`src/rtl/imem_loader_pkg.sv`:
```
// Shared definitions for the instruction-memory loader: word geometry and FSM states.
package imem_loader_pkg;

    localparam int unsigned WORD_W = 32;
    localparam int unsigned BYTE_W = 8;

    typedef enum logic [1:0] {
        ST_LEN  = 2'd0,
        ST_DATA = 2'd1,
        ST_DONE = 2'd2,
        ST_ERR  = 2'd3
    } state_e;

endpackage

```
`src/rtl/imem_loader_if.sv`:
```
// Byte-stream input, instruction-memory write port and load status of the loader.
interface imem_loader_if
    import imem_loader_pkg::*;
#(
    parameter int unsigned ADDR_W = 8
) ();

    logic              in_valid;
    logic [BYTE_W-1:0] in_data;
    logic              in_ready;
    logic              mem_we;
    logic [ADDR_W-1:0] mem_addr;
    logic [WORD_W-1:0] mem_wdata;
    logic              core_rst;
    logic              done;
    logic              err;

    modport master (
        input  in_valid, in_data,
        output in_ready, mem_we, mem_addr, mem_wdata, core_rst, done, err
    );

    modport slave (
        output in_valid, in_data,
        input  in_ready, mem_we, mem_addr, mem_wdata, core_rst, done, err
    );

endinterface

```
`src/rtl/imem_loader_byte_pack.sv`:
```
// Little-endian byte-to-word packer: word_valid fires on the cycle the fourth byte is accepted.
module imem_byte_pack
    import imem_loader_pkg::*;
(
    input  logic              clk,
    input  logic              rst,
    input  logic              byte_valid,
    input  logic [BYTE_W-1:0] byte_data,
    output logic              word_valid,
    output logic [WORD_W-1:0] word
);

    localparam int unsigned SR_W = WORD_W - BYTE_W;

    logic [1:0]      cnt_q, cnt_d;
    logic [SR_W-1:0] sr_q, sr_d;

    // Bytes enter at the top and shift down, so the oldest ends up in [7:0].
    always_comb begin
        cnt_d = cnt_q;
        sr_d  = sr_q;
        if (byte_valid) begin
            cnt_d = cnt_q + 2'd1;
            sr_d  = {byte_data, sr_q[SR_W-1:BYTE_W]};
        end
    end

    assign word_valid = byte_valid && (cnt_q == 2'd3);
    assign word       = {byte_data, sr_q};

    always_ff @(posedge clk) begin
        if (!rst) begin
            cnt_q <= '0;
            sr_q  <= '0;
        end else begin
            cnt_q <= cnt_d;
            sr_q  <= sr_d;
        end
    end

endmodule

```
`src/rtl/imem_loader.sv`:
```
// Loads a length-prefixed byte stream into instruction memory, then releases the core from reset.
module imem_loader
    import imem_loader_pkg::*;
#(
    parameter int unsigned ADDR_W = 8
) (
    input logic           clk,
    input logic           rst,
    imem_loader_if.master bus
);

    localparam int unsigned       CNT_W = ADDR_W + 1;
    localparam logic [WORD_W-1:0] DEPTH = 1 << ADDR_W;

    state_e            state_q, state_d;
    logic [CNT_W-1:0]  n_q, n_d;
    logic [CNT_W-1:0]  idx_q, idx_d;
    logic              in_ready_q, in_ready_d;
    logic              mem_we_q, mem_we_d;
    logic [ADDR_W-1:0] mem_addr_q, mem_addr_d;
    logic [WORD_W-1:0] mem_wdata_q, mem_wdata_d;
    logic              core_rst_q, core_rst_d;
    logic              done_q, done_d;
    logic              err_q, err_d;

    logic              accept;
    logic              word_valid;
    logic [WORD_W-1:0] word;

    assign accept = bus.in_valid && in_ready_q;

    imem_byte_pack u_pack (
        .clk        (clk),
        .rst        (rst),
        .byte_valid (accept),
        .byte_data  (bus.in_data),
        .word_valid (word_valid),
        .word       (word)
    );

    // DATA is left one cycle after the final word so the write cycle still has core_rst=1;
    // in_ready is dropped for that cycle because the count is already satisfied.
    always_comb begin
        state_d     = state_q;
        n_d         = n_q;
        idx_d       = idx_q;
        mem_we_d    = 1'b0;
        mem_addr_d  = mem_addr_q;
        mem_wdata_d = mem_wdata_q;
        case (state_q)
            ST_LEN: begin
                if (word_valid) begin
                    n_d = word[CNT_W-1:0];
                    if ((word == '0) || (word > DEPTH)) state_d = ST_ERR;
                    else                                state_d = ST_DATA;
                end
            end
            ST_DATA: begin
                if (word_valid) begin
                    mem_we_d    = 1'b1;
                    mem_addr_d  = idx_q[ADDR_W-1:0];
                    mem_wdata_d = word;
                    idx_d       = idx_q + 1'b1;
                end else if (idx_q == n_q) begin
                    state_d = ST_DONE;
                end
            end
            default: state_d = state_q;
        endcase
        in_ready_d = (state_d == ST_LEN) || ((state_d == ST_DATA) && (idx_d != n_d));
        core_rst_d = (state_d != ST_DONE);
        done_d     = (state_d == ST_DONE);
        err_d      = (state_d == ST_ERR);
    end

    always_ff @(posedge clk) begin
        if (!rst) begin
            state_q     <= ST_LEN;
            n_q         <= '0;
            idx_q       <= '0;
            in_ready_q  <= 1'b0;
            mem_we_q    <= 1'b0;
            mem_addr_q  <= '0;
            mem_wdata_q <= '0;
            core_rst_q  <= 1'b1;
            done_q      <= 1'b0;
            err_q       <= 1'b0;
        end else begin
            state_q     <= state_d;
            n_q         <= n_d;
            idx_q       <= idx_d;
            in_ready_q  <= in_ready_d;
            mem_we_q    <= mem_we_d;
            mem_addr_q  <= mem_addr_d;
            mem_wdata_q <= mem_wdata_d;
            core_rst_q  <= core_rst_d;
            done_q      <= done_d;
            err_q       <= err_d;
        end
    end

    assign bus.in_ready  = in_ready_q;
    assign bus.mem_we    = mem_we_q;
    assign bus.mem_addr  = mem_addr_q;
    assign bus.mem_wdata = mem_wdata_q;
    assign bus.core_rst  = core_rst_q;
    assign bus.done      = done_q;
    assign bus.err       = err_q;

endmodule

```
`src/flat_wrapper.sv`:
```
// flat-port wrapper written by rule: the top's interface ports become plain ports
module imem_loader_flat import imem_loader_pkg::*;
#(
    parameter int unsigned ADDR_W = 8
)
  (clk, rst, bus_in_valid, bus_in_data, bus_in_ready, bus_mem_we, bus_mem_addr, bus_mem_wdata, bus_core_rst, bus_done, bus_err);
  imem_loader_if #(.ADDR_W(ADDR_W)) bus_i ();
  input logic clk;
  input logic rst;
  input wire logic [$bits(bus_i.in_valid)-1:0] bus_in_valid;
  input wire logic [$bits(bus_i.in_data)-1:0] bus_in_data;
  output wire logic [$bits(bus_i.in_ready)-1:0] bus_in_ready;
  output wire logic [$bits(bus_i.mem_we)-1:0] bus_mem_we;
  output wire logic [$bits(bus_i.mem_addr)-1:0] bus_mem_addr;
  output wire logic [$bits(bus_i.mem_wdata)-1:0] bus_mem_wdata;
  output wire logic [$bits(bus_i.core_rst)-1:0] bus_core_rst;
  output wire logic [$bits(bus_i.done)-1:0] bus_done;
  output wire logic [$bits(bus_i.err)-1:0] bus_err;
  assign bus_i.in_valid = bus_in_valid;
  assign bus_i.in_data = bus_in_data;
  assign bus_in_ready = bus_i.in_ready;
  assign bus_mem_we = bus_i.mem_we;
  assign bus_mem_addr = bus_i.mem_addr;
  assign bus_mem_wdata = bus_i.mem_wdata;
  assign bus_core_rst = bus_i.core_rst;
  assign bus_done = bus_i.done;
  assign bus_err = bus_i.err;
  imem_loader #(.ADDR_W(ADDR_W)) u_core (.clk(clk), .rst(rst), .bus(bus_i));
endmodule
```
`config.mk`:
```
export PLATFORM = sky130hd
export DESIGN_NAME = imem_loader_flat
export DESIGN_NICKNAME = d
export VERILOG_FILES = /design/src/rtl/imem_loader_pkg.sv /design/src/rtl/imem_loader_if.sv /design/src/rtl/imem_loader_byte_pack.sv /design/src/rtl/imem_loader.sv /design/src/flat_wrapper.sv
export SDC_FILE = /design/constraint.sdc
export NUM_CORES = 1
export LEC_CHECK = 0
export CORE_AREA = 2 2 98 100
export CTS_CLUSTER_DIAMETER = 150
export DETAILED_ROUTE_END_ITERATION = 10
export DIE_AREA = 0 0 100 102
export PLACE_DENSITY_LB_ADDON = 0.2
export SLEW_MARGIN = 30
export SYNTH_ARGS = -nofsm -noshare
export SYNTH_HDL_FRONTEND = slang
export SYNTH_SLANG_ARGS = --single-unit
```
`constraint.sdc`:
```
create_clock -name clk -period 6.1 [get_ports clk]
set_input_delay 1.525 -clock clk [delete_from_list [all_inputs] [get_ports clk]]
set_output_delay 1.525 -clock clk [all_outputs]
set_load 0.005 [all_outputs]
```
# After elaboration in Yosys (flattened, before gate mapping)
# Index checks and enable logic that the tools add are counted.
dict set report word_totals {
  output_inout_bits 45
  input_bits 11
  regBits 91
}
dict set report op_classes {
  addsub 2
  eq_ne 8
  magnitude_cmp 1
  mux 10
  n_reduce_logical 10
}
# cell n
set op_table {}
lappend op_table {{$mux 9} 4}
lappend op_table {{$gt 32x9->1 const B} 1}
lappend op_table {{$logic_not 32->1} 1}
lappend op_table {{$add 9x1->9 const B} 1}
lappend op_table {{$eq 9x9->1} 1}
lappend op_table {{$ne 9x9->1} 1}
lappend op_table {{$mux 2} 4}
lappend op_table {{$eq 2x2->1 const B} 3}
lappend op_table {{$eq 2x1->1 const B} 2}
lappend op_table {{$logic_not 2->1} 2}
lappend op_table {{$pmux 2 s2} 1}
lappend op_table {{$reduce_and 2->1} 2}
lappend op_table {{$logic_and 1x1->1} 3}
lappend op_table {{$add 2x1->2 const B} 1}
lappend op_table {{$logic_or 1x1->1} 2}
lappend op_table {{$ne 2x2->1 const B} 1}
lappend op_table {{$mux 1} 1}

# Logic depth before layout (Yosys ltp)
dict set report logic_depth {
  ltp_word 8
  depth_mapped 8
}

# By module
# Synthesis repeated with hierarchy kept, for this count alone.
dict set report hier_totals {
  hier_cells 439
  hier_area_um2 3858.7
}
# module n_inst cells_each area_per_inst_um2 seq_area_each_um2
set modules_own_cells {}
lappend modules_own_cells {imem_loader 1 346 2782.7 1301.2}
lappend modules_own_cells {imem_byte_pack 1 93 1076.0 520.5}

# Worst setup path after synthesis
# No wires, ideal clock.
dict set report synth_path {
  path_kind {input to register}
  start {input port bus_in_valid}
  end {register u_core.in_ready_q, in the netlist u_core.bus.in_ready}
  setup_slack_ns 3.143
  setup_time_ns 0.129
  stages 6
  t_arrival_ns 2.827
  path_cell_list {nand4b_4 nor2_8 mux2i_1 xor3_1 nor4_2 a31oi_1}
}
dict set report synth_between {
  elab_chain_cells 7
  word_cells_on_any_way 14
  cone_classes {eq/ne: 2; mux: 7; reduce/logical: 5}
}
# element line
set synth_rtl {}
lappend synth_rtl {{from (decl)} flat_wrapper.sv:10} ;# input wire logic [$bits(bus_i.in_valid)-1:0] bus_in_valid;
lappend synth_rtl {{$logic_and 1x1->1 (*)} imem_loader.sv:30} ;# assign accept = bus.in_valid && in_ready_q;
lappend synth_rtl {{$logic_and 1x1->1 (*)} imem_loader_byte_pack.sv:28} ;# assign word_valid = byte_valid && (cnt_q == 2'd3);
lappend synth_rtl {{$mux 9, or another cell as far along} imem_loader.sv:59} ;# if (word_valid) begin
lappend synth_rtl {{$mux 9 / $pmux 2 s2 (equally long branches)} imem_loader.sv:50} ;# case (state_q)
lappend synth_rtl {{$ne 9x9->1 / $eq 2x1->1 (equally long branches)} imem_loader.sv:70} ;# in_ready_d = (state_d == ST_LEN) || ((state_d == ST_DATA) && (idx_d != n_d));
lappend synth_rtl {{$logic_and 1x1->1} imem_loader.sv:70}
lappend synth_rtl {{$logic_or 1x1->1 (*)} imem_loader.sv:70}
lappend synth_rtl {{to (signal assigned)} imem_loader.sv:92} ;# in_ready_q <= in_ready_d;
lappend synth_rtl {{to (decl)} imem_loader.sv:18} ;# logic in_ready_q, in_ready_d;
# Every way passes the cells marked *; elsewhere a longest branch is shown, timed or not.
# A chain may end at the register's enable or synchronous reset.

# Worst setup path after layout
dict set report layout_path {
  start {input port bus_in_valid}
  end {register u_core.mem_addr_q[2], in the netlist u_core.bus.mem_addr[2]}
}
dict set report layout_between {
  elab_chain_cells 3
}
# element line
set layout_rtl {}
lappend layout_rtl {{$logic_and 1x1->1} imem_loader.sv:30}
lappend layout_rtl {{$logic_and 1x1->1} imem_loader_byte_pack.sv:28}
lappend layout_rtl {{$reduce_and 2->1 (no source line)} n/a}
lappend layout_rtl {{to (signal assigned)} imem_loader.sv:94} ;# mem_addr_q <= mem_addr_d;
lappend layout_rtl {{to (decl)} imem_loader.sv:20} ;# logic [ADDR_W-1:0] mem_addr_q, mem_addr_d;
# No other way between the ends.

==> impl_metrics.py <==
metrics = {
    "grt": {
        "grt_max_degree": 51,
        "antenna_found_initial": 0,
        "overflow": 0,
        "track_usage_pct": 17.99,
        "grt_pass1_wl_um": 14450,
        "grt_pass1_vias": 2913,
    },
    "power_and_ir_drop": {
        "p_per_area_nw_per_um2": 230.4,
        "p_leak_nw": 1.532,
        "switchingPower_mw": 0.2528,
        "peakVddDrop_uv": 106.3,
        "comb_power_share_pct": 3.5,
        "intPower_mw": 0.7629,
        "clkPwrFrac_pct": 37.0,
        "swShare_pct": 24.89,
        "pwr-share-seq_pct": 59.4,
        "total_power_mw": 1.016,
    },
    "finish": {
        "finish.utilization_pct": 48.39,
        "stdcell_count": 601,
        "final_layout_size_suffix_gt1_share_pct": 5.306,
        "layout.nets": 498,
        "area_growth_syn_to_layout_pct": 22.11,
        "final_common_cell": "nand2_1",
        "final_area_sq_um": 4408,
        "antennaDiodeCount": 0,
        "layout_common_cells": "nand2_1 (143), dfxtp_1 (91), a21oi_1 (73)",
    },
    "synth": {
        "yosys_warnings": 0,
        "syn-num-nets": 453,
        "syn_avg_cell_area_sq_um": 8.204,
        "ys_seq_area_share_pct": 50.47,
        "netlist_instances": 440,
        "synthFlopType": "dfxtp_1",
        "synthDistinctLibCells": 38,
        "async_flop_share_pct": 0,
        "ys_ff_latch": 91,
        "synthesis.area_sq_um": 3610,
        "synth_edf_count": 0,
    },
    "timing": {
        "drv_slew": 0,
        "min_period_over_period_pct": 55.75,
        "maxSlewHeadroom_pct": 43.16,
        "worst_pin_slew_ps": 851.3,
        "setup_ws_ps": 2699,
        "hold_ws_ps": 455.5,
        "finalSetupTns_ps": 0,
        "rsz0062_at_grt": "false",
        "period_needed_ps": 3401,
        "hold_viol_final": 0,
        "fmax_ghz": 0.2941,
        "final-setup-viol-count": 0,
        "fin_worst_skew_ps": 11.62,
    },
    "route": {
        "drt_iter0_drc": 149,
        "drcViolationCount": 0,
        "viasPerCell": 5.110,
        "routed_wl_um": 8486,
        "ant_nets": 0,
        "vias": 3071,
        "dr.pass1.iters": 5,
        "avgRoutedWirePerCell_um": 14.12,
        "wl_met2_um": 3890,
        "met3_length_um": 428,
        "routed.top_layer": "met4",
        "wl_met1_um": 3983,
    },
    "floorplanning": {
        "dieArea_sq_um": 10200,
        "coreArea_sq_um": 9109,
        "placementRows": 35,
        "dieWidth_um": 100,
        "fp.dieH_um": 102,
        "io_pins": 56,
        "initial_utilization_pct": 39.63,
    },
    "placed_design": {
        "io_buffers": 55,
        "place_area_sq_um": 4232,
        "dpl.hpwl_um": 5796,
        "place_ws_ps": 2318,
        "place.gp.congestion": 0.8755,
        "placed_cells": 585,
    },
    "clocking": {
        "path_clk_slew_ps": 90,
        "cts_tree": "yes",
        "htreeDepth": 3,
        "post_cts_buffers": 0,
        "cts_made_buffers": 9,
        "postCtsResizedCells": 0,
        "root_buffer": "clkbuf_8",
        "clock_sinks": 91,
        "hold_buffers": 0,
        "cts_max_path_buffers": 2,
        "clk_latency_ps": 370,
    },
    "status": {
        "status": "complete, no violations",
    },
    "worst_setup_path": {
        "cp_data_required_time_ps": 6320,
        "r2r_slack_ps": 3680,
        "reg2reg_depth": 5,
        "path_max_fanout": 26,
        "endpoint_kind": "register",
        "start_kind": "input pin",
        "reg2reg_to": "u_core.idx_q[0]$_SDFF_PN0_",
        "r2r_start": "u_core.state_q[0]$_SDFF_PN0_",
        "crit_type": "input pin to register",
        "cp.arrival_ps": 3620,
    },
    "job": {
        "maxCapViolations": 0,
    },
    "worst_hold_path": {
        "holdPathStages": 2,
        "min_to": "u_core.bus.mem_addr[3]$_SDFFE_PN0P_",
        "min_from": "u_core.bus.mem_addr[3]$_SDFFE_PN0P_",
        "hold_class": "register to register",
    },
}
[final cells by class]
cell class | count | area (sq um)
Fill cell | 884 | 4701
Sequential cell | 91 | 1822
Multi-Input combinational cell | 321 | 1679
Timing Repair Buffer | 59 | 580.6
Tap cell | 111 | 138.9
Clock buffer | 10 | 127.6
Clock inverter | 6 | 48.80
Inverter | 3 | 11.26
[how the worst max path moves through the flow]
stage / startpoint / end
6_report: bus_in_valid / u_core.bus.mem_addr[2]$_SDFFE_PN0P_
2_1_floorplan: bus_in_valid / u_core.bus.in_ready$_SDFF_PN0_
4_1_cts: bus_in_valid / u_core.idx_q[0]$_SDFF_PN0_
5_1_grt: bus_in_valid / u_core.bus.mem_addr[2]$_SDFFE_PN0P_
3_3_place_gp: bus_in_valid / u_core.idx_q[0]$_SDFF_PN0_
3_5_place_dp: bus_in_valid / u_core.bus.mem_addr[6]$_SDFFE_PN0P_
[Yosys cell counts (2+ instances only)]
master / n / area (sq um)
nand2_1: 143 / 536.8
dfxtp_1: 91 / 1822
nor2_1: 18 / 67.56
buf_2: 2 / 10.01
nand3_1: 5 / 25.02
a21oi_1: 73 / 365.4
mux2i_1: 7 / 70.07
nor3_1: 4 / 20.02
a31oi_1: 2 / 12.51
buf_1: 2 / 7.510
xnor2_1: 9 / 78.83
ha_1: 2 / 25.02
xor2_1: 17 / 148.9
o21ai_0: 6 / 30.03
clkbuf_1: 20 / 75.07
nand4_1: 4 / 25.02
and3_1: 4 / 25.02
nor4_1: 9 / 56.30
inv_1: 3 / 11.26
[critical path, stage by stage]
cell	delay, ps
clkdlybuf4s50_1	550
and4b_1	490
nand2_1	490
buf_4	400
nand2_1	90
a21oi_1	60
[layer usage]
metal / vias to the layer above / track usage (%)
li1: 1556 / -
met4: 0 / 8.114
met1: 1410 / 23.63
met5: - / 0
met3: 19 / 4.378
met2: 86 / 28.27
[power groups by stage]
stage / registers, mW / clock network [mW] / logic (mW)
2_1_floorplan: 0.616 / 0 / 0.0211
3_3_place_gp: 0.618 / 0 / 0.0356
3_5_place_dp: 0.618 / 0 / 0.0357
4_1_cts: 0.604 / 0.383 / 0.0358
5_1_grt: 0.605 / 0.411 / 0.0399
6_report: 0.604 / 0.376 / 0.0356
[state kept, by name (all words and copies together), names as in the netlist]
| name | count |
|---|---|
| u_core.state_q | 2 |
| u_core.n_q | 9 |
| u_core.u_pack.sr_q | 24 |
| u_core.idx_q | 9 |
| u_core.bus.done | 1 |
| u_core.u_pack.cnt_q | 2 |
| u_core.bus.in_ready | 1 |
| u_core.bus.mem_wdata | 32 |
| u_core.bus.mem_we | 1 |
| u_core.bus.core_rst | 1 |
| u_core.bus.err | 1 |
| u_core.bus.mem_addr | 8 |
[kinds of logic after synthesis]
family / synth area share, %
flops: 50.47
buf+inv: 3.085
mux: 1.941
fa+ha+maj: 0.6931
simple gates: 24.33
compound gates: 12.51
xor+xnor: 6.967
No activity file was read; power rests on OpenSTA's default activity.
